==> src/rtl/riscv_decode_stage.sv <==
// RV32I decode stage: combinational decode captured into a two-entry skid buffer,
// with a busy-bit scoreboard that holds RAW hazards until writeback clears them.
module riscv_decode_stage #(
  parameter int unsigned XLEN   = 32,
  parameter int unsigned REG_AW = 5
) (
  input  logic              clk,
  input  logic              reset,
  input  logic              flush,
  input  logic              in_valid,
  output logic              in_ready,
  input  logic [31:0]       Instr,
  output logic              out_valid,
  input  logic              out_ready,
  output logic [REG_AW-1:0] src_reg_addr0,
  output logic [REG_AW-1:0] src_reg_addr1,
  output logic [REG_AW-1:0] dst_reg_addr,
  output logic [3:0]        ALU_control,
  output logic [3:0]        control_signal,
  output logic [XLEN-1:0]   immediate_value,
  output logic              illegal,
  input  logic              wb_valid,
  input  logic [REG_AW-1:0] wb_addr
);

  localparam int unsigned NumRegs    = 1 << REG_AW;
  localparam bit          NarrowRegs = (REG_AW < 5);

  localparam logic [6:0] OpR      = 7'b0110011;
  localparam logic [6:0] OpImm    = 7'b0010011;
  localparam logic [6:0] OpLoad   = 7'b0000011;
  localparam logic [6:0] OpStore  = 7'b0100011;
  localparam logic [6:0] OpBranch = 7'b1100011;
  localparam logic [6:0] OpAuipc  = 7'b0010111;
  localparam logic [6:0] OpLui    = 7'b0110111;
  localparam logic [6:0] OpJal    = 7'b1101111;
  localparam logic [6:0] OpJalr   = 7'b1100111;

  localparam logic [3:0] CtrlR       = 4'd0;
  localparam logic [3:0] CtrlImm     = 4'd1;
  localparam logic [3:0] CtrlLoad    = 4'd2;
  localparam logic [3:0] CtrlStore   = 4'd3;
  localparam logic [3:0] CtrlBranch  = 4'd4;
  localparam logic [3:0] CtrlAuipc   = 4'd5;
  localparam logic [3:0] CtrlLui     = 4'd6;
  localparam logic [3:0] CtrlJal     = 4'd7;
  localparam logic [3:0] CtrlJalr    = 4'd8;
  localparam logic [3:0] CtrlIllegal = 4'd15;

  localparam logic [3:0] AluAdd  = 4'd0;
  localparam logic [3:0] AluSub  = 4'd1;
  localparam logic [3:0] AluSll  = 4'd2;
  localparam logic [3:0] AluSlt  = 4'd3;
  localparam logic [3:0] AluSltu = 4'd4;
  localparam logic [3:0] AluXor  = 4'd5;
  localparam logic [3:0] AluSrl  = 4'd6;
  localparam logic [3:0] AluSra  = 4'd7;
  localparam logic [3:0] AluOr   = 4'd8;
  localparam logic [3:0] AluAnd  = 4'd9;

  typedef struct packed {
    logic [REG_AW-1:0] src0;
    logic [REG_AW-1:0] src1;
    logic [REG_AW-1:0] dst;
    logic [3:0]        alu;
    logic [3:0]        ctrl;
    logic [XLEN-1:0]   imm;
  } entry_t;

  function automatic logic [3:0] alu_of(input logic [2:0] f3, input logic alt);
    logic [3:0] op;
    case (f3)
      3'b000:  op = alt ? AluSub : AluAdd;
      3'b001:  op = AluSll;
      3'b010:  op = AluSlt;
      3'b011:  op = AluSltu;
      3'b100:  op = AluXor;
      3'b101:  op = alt ? AluSra : AluSrl;
      3'b110:  op = AluOr;
      default: op = AluAnd;
    endcase
    return op;
  endfunction

  // Instruction fields and immediates
  logic [6:0]  opcode;
  logic [2:0]  funct3;
  logic [6:0]  funct7;
  logic [4:0]  rs1_f;
  logic [4:0]  rs2_f;
  logic [4:0]  rd_f;
  logic [31:0] i_imm;
  logic [31:0] s_imm;
  logic [31:0] b_imm;
  logic [31:0] u_imm;
  logic [31:0] j_imm;

  assign opcode = Instr[6:0];
  assign rd_f   = Instr[11:7];
  assign funct3 = Instr[14:12];
  assign rs1_f  = Instr[19:15];
  assign rs2_f  = Instr[24:20];
  assign funct7 = Instr[31:25];

  assign i_imm = {{20{Instr[31]}}, Instr[31:20]};
  assign s_imm = {{20{Instr[31]}}, Instr[31:25], Instr[11:7]};
  assign b_imm = {{19{Instr[31]}}, Instr[31], Instr[7], Instr[30:25], Instr[11:8], 1'b0};
  assign u_imm = {Instr[31:12], 12'b0};
  assign j_imm = {{11{Instr[31]}}, Instr[31], Instr[19:12], Instr[20], Instr[30:21], 1'b0};

  logic        use_rs1;
  logic        use_rs2;
  logic        use_rd;
  logic        legal;
  logic [3:0]  dec_ctrl;
  logic [3:0]  dec_alu;
  logic [31:0] dec_imm32;
  entry_t      dec;

  always_comb begin
    use_rs1   = 1'b0;
    use_rs2   = 1'b0;
    use_rd    = 1'b0;
    legal     = 1'b1;
    dec_ctrl  = CtrlIllegal;
    dec_alu   = AluAdd;
    dec_imm32 = '0;
    case (opcode)
      OpR: begin
        dec_ctrl = CtrlR;
        use_rs1  = 1'b1;
        use_rs2  = 1'b1;
        use_rd   = 1'b1;
        if (funct7 == 7'b0000000) begin
          dec_alu = alu_of(funct3, 1'b0);
        end else if (funct7 == 7'b0100000 && (funct3 == 3'b000 || funct3 == 3'b101)) begin
          dec_alu = alu_of(funct3, 1'b1);
        end else begin
          legal = 1'b0;
        end
      end
      OpImm: begin
        dec_ctrl  = CtrlImm;
        use_rs1   = 1'b1;
        use_rd    = 1'b1;
        dec_imm32 = i_imm;
        // Only the shift-right immediate can carry the arithmetic bit; ADDI never subtracts.
        dec_alu   = alu_of(funct3, (funct3 == 3'b101) && Instr[30]);
        if (funct3 == 3'b001 && funct7 != 7'b0000000) legal = 1'b0;
        if (funct3 == 3'b101 && funct7 != 7'b0000000 && funct7 != 7'b0100000) legal = 1'b0;
      end
      OpLoad: begin
        dec_ctrl  = CtrlLoad;
        use_rs1   = 1'b1;
        use_rd    = 1'b1;
        dec_imm32 = i_imm;
      end
      OpStore: begin
        dec_ctrl  = CtrlStore;
        use_rs1   = 1'b1;
        use_rs2   = 1'b1;
        dec_imm32 = s_imm;
      end
      OpBranch: begin
        dec_ctrl  = CtrlBranch;
        use_rs1   = 1'b1;
        use_rs2   = 1'b1;
        dec_alu   = AluSub;
        dec_imm32 = b_imm;
        if (funct3 == 3'b010 || funct3 == 3'b011) legal = 1'b0;
      end
      OpAuipc: begin
        dec_ctrl  = CtrlAuipc;
        use_rd    = 1'b1;
        dec_imm32 = u_imm;
      end
      OpLui: begin
        dec_ctrl  = CtrlLui;
        use_rd    = 1'b1;
        dec_imm32 = u_imm;
      end
      OpJal: begin
        dec_ctrl  = CtrlJal;
        use_rd    = 1'b1;
        dec_imm32 = j_imm;
      end
      OpJalr: begin
        dec_ctrl  = CtrlJalr;
        use_rs1   = 1'b1;
        use_rd    = 1'b1;
        dec_imm32 = i_imm;
        if (funct3 != 3'b000) legal = 1'b0;
      end
      default: legal = 1'b0;
    endcase
    // RV32E has only 16 registers: any used field reaching x16..x31 is illegal.
    if (NarrowRegs && ((use_rs1 && rs1_f[4]) || (use_rs2 && rs2_f[4]) || (use_rd && rd_f[4]))) begin
      legal = 1'b0;
    end
  end

  always_comb begin
    dec      = '0;
    dec.ctrl = CtrlIllegal;
    if (legal) begin
      dec.src0 = use_rs1 ? rs1_f[REG_AW-1:0] : '0;
      dec.src1 = use_rs2 ? rs2_f[REG_AW-1:0] : '0;
      dec.dst  = use_rd ? rd_f[REG_AW-1:0] : '0;
      dec.alu  = dec_alu;
      dec.ctrl = dec_ctrl;
      dec.imm  = XLEN'($signed(dec_imm32));
    end
  end

  // Skid buffer and scoreboard state
  entry_t               out_q, out_d;
  entry_t               skid_q, skid_d;
  logic                 out_full_q, out_full_d;
  logic                 skid_full_q, skid_full_d;
  logic [NumRegs-1:0]   busy_q, busy_d;
  logic                 hazard;
  logic                 fire;
  logic                 accept;

  // busy_q[0] is never set, so x0 and unused (zeroed) sources never stall.
  assign hazard    = out_full_q & (busy_q[out_q.src0] | busy_q[out_q.src1]);
  assign out_valid = out_full_q & ~hazard;
  assign in_ready  = ~skid_full_q;
  assign fire      = out_valid & out_ready;
  assign accept    = in_valid & in_ready;

  always_comb begin
    out_d       = out_q;
    skid_d      = skid_q;
    out_full_d  = out_full_q;
    skid_full_d = skid_full_q;
    if (flush) begin
      out_full_d  = 1'b0;
      skid_full_d = 1'b0;
    end else if (fire) begin
      // in_ready is low whenever skid is full, so no accept can coincide with the skid drain.
      if (skid_full_q) begin
        out_d       = skid_q;
        skid_full_d = 1'b0;
      end else if (accept) begin
        out_d = dec;
      end else begin
        out_full_d = 1'b0;
      end
    end else if (accept) begin
      if (out_full_q) begin
        skid_d      = dec;
        skid_full_d = 1'b1;
      end else begin
        out_d      = dec;
        out_full_d = 1'b1;
      end
    end
  end

  always_comb begin
    busy_d = busy_q;
    if (wb_valid) busy_d[wb_addr] = 1'b0;
    // Applied after the clear so a same-cycle set of the same register wins.
    if (fire && out_q.dst != '0) busy_d[out_q.dst] = 1'b1;
    busy_d[0] = 1'b0;
  end

  always_ff @(posedge clk or posedge reset) begin
    if (reset) begin
      out_q       <= '0;
      skid_q      <= '0;
      out_full_q  <= 1'b0;
      skid_full_q <= 1'b0;
      busy_q      <= '0;
    end else begin
      out_q       <= out_d;
      skid_q      <= skid_d;
      out_full_q  <= out_full_d;
      skid_full_q <= skid_full_d;
      busy_q      <= busy_d;
    end
  end

  assign src_reg_addr0   = out_q.src0;
  assign src_reg_addr1   = out_q.src1;
  assign dst_reg_addr    = out_q.dst;
  assign ALU_control     = out_q.alu;
  assign control_signal  = out_q.ctrl;
  assign immediate_value = out_q.imm;
  assign illegal         = (out_q.ctrl == CtrlIllegal);

endmodule

==> config.mk <==
export PLATFORM = sky130hd
export DESIGN_NAME = riscv_decode_stage
export DESIGN_NICKNAME = d
export VERILOG_FILES = /design/src/rtl/riscv_decode_stage.sv
export SDC_FILE = /design/constraint.sdc
export NUM_CORES = 1
export LEC_CHECK = 0
export ABC_CLOCK_PERIOD_IN_PS = 7300
export CAP_MARGIN = 20
export CELL_PAD_IN_SITES_DETAIL_PLACEMENT = 0
export CELL_PAD_IN_SITES_GLOBAL_PLACEMENT = 2
export CORE_MARGIN = 2
export CORE_UTILIZATION = 37
export DETAILED_ROUTE_END_ITERATION = 12
export PLACE_DENSITY_LB_ADDON = 0.1
export RECOVER_POWER = 100
export SETUP_SLACK_MARGIN = 0.2
export SYNTH_ARGS = -nofsm -noshare
export SYNTH_HDL_FRONTEND = slang
export SYNTH_SLANG_ARGS = --single-unit
export TNS_END_PERCENT = 100
==> constraint.sdc <==
create_clock -name clk -period 7.3 [get_ports clk]
set_input_delay 1.825 -clock clk [delete_from_list [all_inputs] [get_ports clk]]
set_output_delay 1.825 -clock clk [all_outputs]
set_load 0.01 [all_outputs]
==> flow_metrics.env <==
export IMPL_clk_pin_slew_worst_paths_ns=0.06
export IMPL_wirelength_um=22100
export IMPL_synthMostInstantiatedCell="dfrtp_1"
export IMPL_die_w_um=148
export IMPL_yosys_register_bits=143
export IMPL_antenna_cells=0
export IMPL_numClockSinks=143
export IMPL_post_cts_buffers=0
export IMPL_end_kind="register"
export IMPL_cts_buffers=17
export IMPL_total_power_mw=1.83
export IMPL_first_global_vias=6036
export IMPL_yosysTopAreaCellShare_pct=46.5
export IMPL_hold_viol_final=0
export IMPL_drv_slew=232
export IMPL_critPathKind="register to register"
export IMPL_fin_cells=1058
export IMPL_cts_root_buffer_cell="clkbuf_16"
export IMPL_grt_pass1_wl_um=35300
export IMPL_synthTopCellsByCount="dfrtp_1, mux2_2, o21ai_0, nand2_1, a21oi_1"
export IMPL_via_count=5865
export IMPL_drv_cap=4
export IMPL_r2r_cells=7
export IMPL_ant_nets=0
export IMPL_htreeDepth=4
export IMPL_status="finished with violations"
export IMPL_critPathMaxFanout=70
export IMPL_clk_path_buf_depth=2
export IMPL_coreArea_um2=20300
export IMPL_leakagePower_nw=4.19
export IMPL_antenna_found_initial=1
export IMPL_rows=52
export IMPL_cts_tree="done"
export IMPL_critPathRequiredTime_ns=7.44
export IMPL_syn_inst=687
export IMPL_whs_path_depth=2
export IMPL_fill_cells=1966
export IMPL_syn_cell_area_um2=7700
export IMPL_vias_per_cell=5.54
export IMPL_dpl_cell_count=1025
export IMPL_wl_per_cell_um=20.9
export IMPL_power_density_nw_per_um2=194
export IMPL_ctsHoldBuffers=0
export IMPL_ctsResizeCount=0
export IMPL_worstSkewPairLatency_ns=0.43
export IMPL_drcViolationCount=0
export IMPL_synth_main_ff_cell="dfrtp_1"
export IMPL_gr_usage_all_layers_pct=20.9
export IMPL_design_area_um2=9450
export IMPL_ios=101
export IMPL_synth_edff_count=0
export IMPL_routabilityCongestion=0.867
export IMPL_worst_slew_pin_transition_ns=4.06
export IMPL_syn_nets=730
export IMPL_yosys_area_top_type="dfrtp_1"
export IMPL_post_synth_num_cell_types=55
export IMPL_clock_fmax_mhz=173
export IMPL_irDropWorstVdd_v=0.000162
export IMPL_critPathArrivalTime_ns=5.93
export IMPL_failed_checks="max-capacitance violations, max-slew violations"
export IMPL_post_route_min_period_ns=5.78
export IMPL_yosys_warnings=0
export IMPL_cp_start_kind="register"
export IMPL_drt_iter0_markers=271
export IMPL_synth_async_reset_ratio_pct=100
export IMPL_rsz0062_at_grt="false"
export IMPL_drive_above_1_share_pct=23.6
export IMPL_grt_max_degree=104
export IMPL_yosysSeqAreaShare_pct=46.5
export IMPL_grt_overflow=0
export IMPL_yosys_top_cells_area="dfrtp_1, mux2_2, mux4_2, o21ai_0, nand2_1"
export IMPL_first_pass_iters=5
export IMPL_slew_headroom_pct=-171
export IMPL_finalSetupViolCount=0
export IMPL_initial_utilization_pct=37.9
export IMPL_die_area_um2=22000
export IMPL_hpwl_um=15700
export IMPL_hold_class="register to register"
export IMPL_syn_area_per_cell_um2=11.2
export IMPL_die_h_um=148
export IMPL_area_growth_pct=22.7
export IMPL_tns_ns=0
export IMPL_portBuffers=100
export IMPL_min_period_over_period_pct=79.2
export IMPL_skew_ns=0.0171
export IMPL_fin_nets=818
export IMPL_placed_cell_area_um2=8900
==> path summary, 6_finish.rpt <==
kind	to	start	slack [ns]
min reg2reg	skid_q[53]$_DFFE_PP0P_	skid_q[53]$_DFFE_PP0P_	0.48
min	skid_q[53]$_DFFE_PP0P_	skid_q[53]$_DFFE_PP0P_	0.48
max in group asynchronous	busy_q[15]$_DFF_PP0_	reset	1.74
max reg2reg	skid_q[46]$_DFFE_PP0P_	src_reg_addr1[1]$_DFFE_PP0P_	1.52
min in group asynchronous	skid_q[41]$_DFFE_PP0P_	reset	3.25
max	skid_q[46]$_DFFE_PP0P_	src_reg_addr1[1]$_DFFE_PP0P_	1.52
==> kinds of logic (layout without fill, tap and decap cells) <==
kind of cell | count (synthesis) | count (layout) | synth area share (%)
AO/OA/AOI/OAI | 144 | 144 | 11.5
AND/OR/NAND/NOR | 164 | 164 | 11.2
buffers and inverters | 63 | 164 | 3.77
multiplexers | 172 | 172 | 26.9
flip-flops | 143 | 143 | 46.5
XOR/XNOR | 1 | 1 | 0.114
==> area by class of cell <==
type	instances	area (µm²)	area share [%]
repair buffers	108	1050	11.1
well taps	270	338	3.58
clock inverters	14	148	1.56
clock buffers	18	429	4.54
inverters	24	90.1	0.954
flip-flops and latches	143	3580	37.9
multi-input cells	481	3820	40.4
==> cells in the final DEF (no fill, tap or decap), types with 6 or more instances in the layout <==
cell type        count
a21oi_1             29
a31oi_1              7
clkbuf_16           17
clkdlybuf4s50_1     42
dfrtp_1            143
dlygate4sd3_1       58
inv_1               24
mux2_1              15
mux2_2             123
mux2i_1             20
mux4_2              14
nand2_1             60
nand2b_1            19
nand3_1              9
nand3b_1             6
nor2_1              20
nor3b_1              6
o21ai_0             62
o31ai_1             18
o41ai_1              6
==> per-layer routing <==
metal  GRT usage (%)  part of all wire [%]
met1            28.3                    47
met2            34.0                    48
met3            3.59                   3.5
met4            7.48                   1.9
met5               0                 0.059
==> critical path, stage by stage (launching register included) <==
cell and delay [ns]:
dfrtp_1 0.68, mux4_2 0.57, mux2i_1 0.30, o22ai_1 0.12
nor3_1 0.59, a311o_2 0.27, clkbuf_1 2.51, o21ai_0 0.41
==> power by group <==
part / switching [mW] / leakage (nW) / internal [mW]
sequential: 0.00802 / 1.96 / 0.804
clock: 0.381 / 0.274 / 0.482
combinational: 0.0877 / 1.95 / 0.0661
total: 0.477 / 4.19 / 1.35
==> per-stage QoR <==
step / hold slack, ns / utilization [%] / setup slack (ns)
floorplan: 0.450 / - / 1.64
detailed placement: 0.470 / 43.8 / 2.10
CTS: 0.485 / 46.7 / 1.88
global placement: 0.461 / 43.8 / 2.17
finish: 0.480 / 46.5 / 1.52
global route: 0.504 / 46.5 / 0.941
==> sequential cells by signal, indices dropped and copies added (netlist names) <==
signal,flops
skid_q,55
immediate_value,32
busy_q,31
dst_reg_addr,5
src_reg_addr0,5
src_reg_addr1,5
ALU_control,4
control_signal,4
out_full_q,1
skid_full_q,1
No activity file was read; power rests on OpenSTA's default activity.
